## src/rtl/systolic_pkg.sv

```systemverilog
// Shared definitions for the systolic array feed controller: FSM encoding
// and the drain-length rule used by the controller.
package systolic_pkg;

  typedef enum logic [1:0] {
    ST_IDLE  = 2'd0,
    ST_FEED  = 2'd1,
    ST_DRAIN = 2'd2,
    ST_DONE  = 2'd3
  } state_t;

  // The last operand must travel the full skew plus the array diagonal.
  function automatic int drain_cycles(input int rows, input int cols);
    return rows + cols;
  endfunction

endpackage

```

## src/rtl/systolic_ctrl_skew.sv

```systemverilog
// Per-lane delay line: lane n is delayed n cycles, lanes carry zero whenever
// the source word was not a valid read.
module skew_buffer #(
  parameter int LANES  = 4,
  parameter int DATA_W = 8
) (
  input  logic                    clk,
  input  logic                    rst,
  input  logic                    i_vld,
  input  logic [LANES*DATA_W-1:0] i_data,
  output logic [LANES*DATA_W-1:0] o_data
);

  logic [LANES*DATA_W-1:0] w_in;

  assign w_in = i_vld ? i_data : '0;

  for (genvar n = 0; n < LANES; n++) begin : g_lane
    if (n == 0) begin : g_pass
      assign o_data[0 +: DATA_W] = w_in[0 +: DATA_W];
    end else begin : g_dly
      logic [DATA_W-1:0] r_dly [n];

      always_ff @(posedge clk or posedge rst) begin
        if (rst) begin
          for (int s = 0; s < n; s++) r_dly[s] <= '0;
        end else begin
          r_dly[0] <= w_in[n*DATA_W +: DATA_W];
          for (int s = 1; s < n; s++) r_dly[s] <= r_dly[s-1];
        end
      end

      assign o_data[n*DATA_W +: DATA_W] = r_dly[n-1];
    end
  end

endmodule

```

## src/rtl/systolic_ctrl.sv

```systemverilog
// Operand feed controller for a ROWS x COLS systolic array: reads K operand
// columns/rows, skews them onto the array edges, drains, and pulses done.
module systolic_ctrl
  import systolic_pkg::*;
#(
  parameter int DATA_W = 8,
  parameter int ROWS   = 4,
  parameter int COLS   = 4,
  parameter int KW     = 8
) (
  input  logic                   clk,
  input  logic                   rst,
  input  logic                   start,
  input  logic [KW-1:0]          k_len,
  output logic                   busy,
  output logic                   done,
  output logic                   mem_rd_en,
  output logic [KW-1:0]          mem_rd_addr,
  input  logic [ROWS*DATA_W-1:0] a_rd_data,
  input  logic [COLS*DATA_W-1:0] b_rd_data,
  output logic                   arr_valid,
  output logic [ROWS*DATA_W-1:0] a_in_bus,
  output logic [COLS*DATA_W-1:0] b_in_bus
);

  localparam int DRAIN_LEN = drain_cycles(ROWS, COLS);
  localparam int DCW       = $clog2(DRAIN_LEN + 1);

  state_t          r_state;
  logic [KW-1:0]   r_klen;
  logic [KW-1:0]   r_addr;
  logic [DCW-1:0]  r_drain;
  logic            r_rd_vld;

  always_ff @(posedge clk or posedge rst) begin
    if (rst) begin
      r_state  <= ST_IDLE;
      r_klen   <= '0;
      r_addr   <= '0;
      r_drain  <= '0;
      r_rd_vld <= 1'b0;
    end else begin
      // Read data returns one cycle after the strobe; its valid tracks it.
      r_rd_vld <= (r_state == ST_FEED);
      case (r_state)
        ST_IDLE: begin
          if (start) begin
            r_klen  <= k_len;
            r_addr  <= '0;
            r_drain <= '0;
            r_state <= (k_len == '0) ? ST_DONE : ST_FEED;
          end
        end
        ST_FEED: begin
          if (r_addr == r_klen - KW'(1)) begin
            r_addr  <= '0;
            r_state <= ST_DRAIN;
          end else begin
            r_addr <= r_addr + KW'(1);
          end
        end
        ST_DRAIN: begin
          if (r_drain == DCW'(DRAIN_LEN - 1)) begin
            r_drain <= '0;
            r_state <= ST_DONE;
          end else begin
            r_drain <= r_drain + DCW'(1);
          end
        end
        ST_DONE: r_state <= ST_IDLE;
        default: r_state <= ST_IDLE;
      endcase
    end
  end

  assign busy        = (r_state == ST_FEED) || (r_state == ST_DRAIN);
  assign done        = (r_state == ST_DONE);
  assign mem_rd_en   = (r_state == ST_FEED);
  assign mem_rd_addr = r_addr;
  assign arr_valid   = r_rd_vld;

  skew_buffer #(.LANES(ROWS), .DATA_W(DATA_W)) u_skew_a (
    .clk    (clk),
    .rst    (rst),
    .i_vld  (r_rd_vld),
    .i_data (a_rd_data),
    .o_data (a_in_bus)
  );

  skew_buffer #(.LANES(COLS), .DATA_W(DATA_W)) u_skew_b (
    .clk    (clk),
    .rst    (rst),
    .i_vld  (r_rd_vld),
    .i_data (b_rd_data),
    .o_data (b_in_bus)
  );

endmodule
```

## config.mk

```make
export PLATFORM = sky130hd
export DESIGN_NAME = systolic_ctrl
export DESIGN_NICKNAME = d
export VERILOG_FILES = /design/src/rtl/systolic_pkg.sv /design/src/rtl/systolic_ctrl_skew.sv /design/src/rtl/systolic_ctrl.sv
export SDC_FILE = /design/constraint.sdc
export NUM_CORES = 1
export LEC_CHECK = 0
export CORE_UTILIZATION = 40
export DETAILED_ROUTE_END_ITERATION = 10
export PLACE_DENSITY = 0.71
export SYNTH_ARGS = -nofsm -noshare
export SYNTH_HDL_FRONTEND = slang
export SYNTH_SLANG_ARGS = --single-unit
```

## constraint.sdc

```tcl
create_clock -name clk -period 8.95 [get_ports clk]
set_input_delay 1.3425 -clock clk [delete_from_list [all_inputs] [get_ports clk]]
set_output_delay 1.3425 -clock clk [all_outputs]
set_load 0.05 [all_outputs]
```

==> metrics.md <==
| Metric | Value |
|---|---|
| FF/Latch Area | `~3000 um^2` |
| CP dominant cell by count | `clkdlybuf4s50_1` |
| # diodes | `0` |
| Initial antenna violation count | `0` |
| Req. time, crit path | `between 7000 and 8000 ps` |
| Slew Limit Fails | `0` |
| Main combinational cell family by area after synthesis | `simple AND/OR/NAND/NOR gates` |
| Core area | `around 11000 um^2` |
| CP max FO | `1` |
| Post_cts resized | `0` |
| Die area | `~12000 um^2` |
| Fmax | `about 250 MHz` |
| Number of post-CTS setup repair buffers | `0` |
| Simple-Gate Fraction of Synth Area | `15.2%` |
| H-tree depth | `4` |
| Vias in the first global route | `about 3000` |
| DRT Pass-1 Iters | `4` |
| Max Clock Skew | `9.17 ps` |
| Critical path type | `input pin to output port` |
| Setup_tns | `0 ps` |
| Post-Syn Nets | `about 440` |
| Startpoint Class | `input pin` |
| Minimum clock period | `between 4000 and 5000 ps` |
| Initial DRC Count | `approximately 140` |
| Max VDD drop | `between 0.00015 and 0.0002 V` |
| Multiplexer area fraction after synthesis | `under 10%` |
| PnR worst setup slack | `4880 ps` |
| Post-synthesis register bit count | `about 120` |
| Congestion Overflow GR | `0` |
| Logic pwr share | `between 30% and 40%` |
| Clock Latency Late Sink | `approximately 410 ps` |
| Crit. End Element | `output port` |
| CP max-delay cell | `clkdlybuf4s50_1` |
| Die Y | `110 um` |
| Most common cell after layout, fill and taps aside | `clkdlybuf4s50_1` |
| Global-route wire length before repair | `roughly 14000 um` |
| Reg power frac | `approximately a third` |
| Synthesized area | `around 4600 um^2` |
| Worst slew pin tran | `between 800 and 900 ps` |
| IO Pins | `~150` |
| Compound-Gate Fraction of Synth Area | `approximately 5.4%` |
| Detailed Route WL | `approximately 8600 um` |
| Clock Tree Root | `clkbuf_16` |
| Leakage power | `between 2 and 3 nW` |
| Global Route Usage Sum | `around 16%` |
| Finish-stage setup viols | `0` |
| Power, Total | `between 2 and 2.5 mW` |
| Post-DRT Antenna Nets | `0` |
| Place WS | `a little under 5000 ps` |
| Avg Inst Size Synth | `approximately 13 um^2` |
| Starting density of the core | `40.9%` |
| Max Cap Viol | `0` |
| Synth unique cells | `between 40 and 50` |
| Fin crit share | `45.5%` |
| Critical Path Max Stage Delay | `between 800 and 900 ps` |
| Multi-input gate area | `approximately 1200 um^2` |
| Detail Placement HPWL | `a little over 6000 um` |
| Rows | `39` |
| Share of layout cells above drive strength 1 | `approximately a tenth` |
| P&R area growth vs syn | `40.6%` |
| CTS max path bufs | `2` |
| Yosys warns | `0` |
| Register area share after synthesis | `64.0%` |
| Die width | `roughly 110 um` |
| Relative slew margins | `around two fifths` |
| Net Sw Power | `slightly below 900 uW` |
| Synthesized instance count | `about 360` |
| Wirelength per Cell | `between 10 and 15 um` |
| Net count, final | `557` |
| Via count | `around 2900` |
| Largest net degree at the start of global routing | `73` |
| Commonest cells after routing, fill and taps aside | `150 x clkdlybuf4s50_1, 119 x dfrtp_1, 64 x and2_1` |
| Xor/xnor cell area share of the yosys netlist | `under 10%` |
| Critical path, cell by cell | `clkdlybuf4s50_1, and2_1, clkdlybuf4s50_1` |
| Post-synthesis adder-cell area fraction | `approximately 1.9%` |
| Post-route DRC | `0` |
| Switching part of the total power | `38.3%` |
| Gpl congestion | `0.794` |
| CTS Buf Count | `17` |
| RSZ-0062 raised after global routing | `false` |
| Crit path DAT | `2730 ps` |
| Clock Power Share | `around 29%` |
| Clk sinks | `approximately 120` |
| Vias per cell | `4.52` |
| Design area | `6540 um^2` |
| CTS tree | `yes` |
| Pwr dens | `around 350 nW/um^2` |
| Post-CTS Hold Buffers | `0` |
| PortBufs | `150` |
| Pint | `~1.4 mW` |
| Dpl cell area | `between 5000 and 6000 um^2` |
| Status | `finished, final reports clean` |
| Worst-path clk slew | `around 50 ps` |
| Hold Vio Cnt, Final | `0` |
| Fill cell count | `around 970` |
| Min-delay worst type | `register to register` |
==> routing by layer <==
metal | GRT usage, % | vias up | routed length, um
met1 | 17.9 | 1344 | 3490
met2 | 24.8 | 122 | 4110
met3 | 8.60 | 10 | 861
li1 | - | 1378 | -
met5 | 0 | - | 0
met4 | 8.19 | 0 | 149
==> power by group through the flow <==
stage,logic (mW),clock network (mW),registers [mW]
CTS,0.878,0.688,0.773
floorplan,0.600,0,0.845
global route,0.932,0.717,0.791
detailed placement,0.875,0,0.782
global placement,0.860,0,0.773
finish,0.869,0.668,0.769
==> per-stage QoR <==
step | util [%] | cells | hold WS [ps]
floorplan | - | 362 | 331
global placement | 52.3 | 599 | 331
detailed placement | 52.3 | 599 | 335
CTS | 57.5 | 631 | 344
global route | 57.5 | 631 | 348
finish | 57.5 | 631 | 346
==> synth_stat cells <==
| cell | instances | area share, % |
|---|---|---|
| a21boi_1 | 1 | 0.16 |
| a21o_1 | 2 | 0.32 |
| a21oi_1 | 6 | 0.65 |
| a221oi_1 | 1 | 0.19 |
| a22o_1 | 1 | 0.19 |
| a22oi_1 | 2 | 0.32 |
| a32oi_1 | 2 | 0.38 |
| and2_1 | 64 | 8.6 |
| and3_1 | 2 | 0.27 |
| buf_2 | 1 | 0.11 |
| buf_4 | 48 | 7.8 |
| clkbuf_1 | 9 | 0.73 |
| dfrtp_1 | 119 | 64 |
| ha_1 | 7 | 1.9 |
| inv_1 | 8 | 0.65 |
| mux2_2 | 8 | 1.9 |
| mux2i_1 | 4 | 0.86 |
| nand2_1 | 11 | 0.89 |
| nand2_2 | 1 | 0.13 |
| nand2b_1 | 2 | 0.27 |
| nand2b_4 | 1 | 0.30 |
| nand3_1 | 4 | 0.43 |
| nand3b_1 | 2 | 0.32 |
| nand4_1 | 2 | 0.27 |
| nor2_1 | 6 | 0.48 |
| nor2b_1 | 1 | 0.13 |
| nor3_1 | 3 | 0.32 |
| nor3_2 | 1 | 0.22 |
| nor3b_1 | 1 | 0.16 |
| nor4_1 | 4 | 0.54 |
| nor4b_1 | 1 | 0.19 |
| o2111ai_1 | 1 | 0.19 |
| o21ai_0 | 10 | 1.1 |
| o21ai_1 | 1 | 0.11 |
| o2bb2ai_1 | 3 | 0.57 |
| o311a_4 | 1 | 0.46 |
| o311ai_0 | 1 | 0.19 |
| o41ai_4 | 1 | 0.59 |
| or2_1 | 1 | 0.13 |
| or2_2 | 3 | 0.40 |
| or2b_1 | 1 | 0.16 |
| or2b_4 | 1 | 0.24 |
| or3_1 | 5 | 0.67 |
| xnor2_1 | 3 | 0.57 |
| xor2_1 | 5 | 0.94 |
==> critical path, delay by kind of cell <==
kind          cells  cell delay [ps]
simple gates      1              130
buf+inv           2             1260
==> state kept, by name, summed over array words and instances, names as in the netlist <==
signal                       flops
arr_valid                        1
mem_rd_addr                      8
r_drain                          4
r_klen                           8
r_state                          2
u_skew_a.g_lane.g_dly.r_dly     32
u_skew_a.o_data                 16
u_skew_b.g_lane.g_dly.r_dly     32
u_skew_b.o_data                 16
==> area by class of cell <==
| cell class | instances | area share [%] |
|---|---|---|
| clock buffer | 18 | 6.56 |
| sequential | 119 | 45.5 |
| clock inverter | 14 | 2.47 |
| tap | 143 | 2.74 |
| timing repair buffer | 152 | 23.2 |
| multi-input combinational | 177 | 19.0 |
| inverter | 8 | 0.498 |
==> cells by family (layout without fill, tap and decap cells) <==
group	after synthesis	count (layout)
adders and majority gates	7	7
muxes	12	12
AOI/OAI and AO/OA	33	33
xor gates and xnor gates	8	8
DFF	119	119
and+or+nand+nor	117	117
buffers and inverters	66	192
==> path summary, 6_finish.rpt <==
path,slack [ps],to,startpoint,cells after the start
max in group asynchronous,6300,r_state[1],rst,3
max,4880,a_in_bus[7],a_rd_data[7],3
min,350,u_skew_b.o_data[26],u_skew_b.g_lane[3].g_dly.r_dly[10],0
min reg2reg,350,u_skew_b.o_data[26],u_skew_b.g_lane[3].g_dly.r_dly[10],0
max reg2reg,6500,mem_rd_addr[2],r_klen[0],8
min in group asynchronous,1340,u_skew_b.g_lane[1].g_dly.r_dly[0],rst,2
Note: power is estimated with default switching activity, not from simulation.
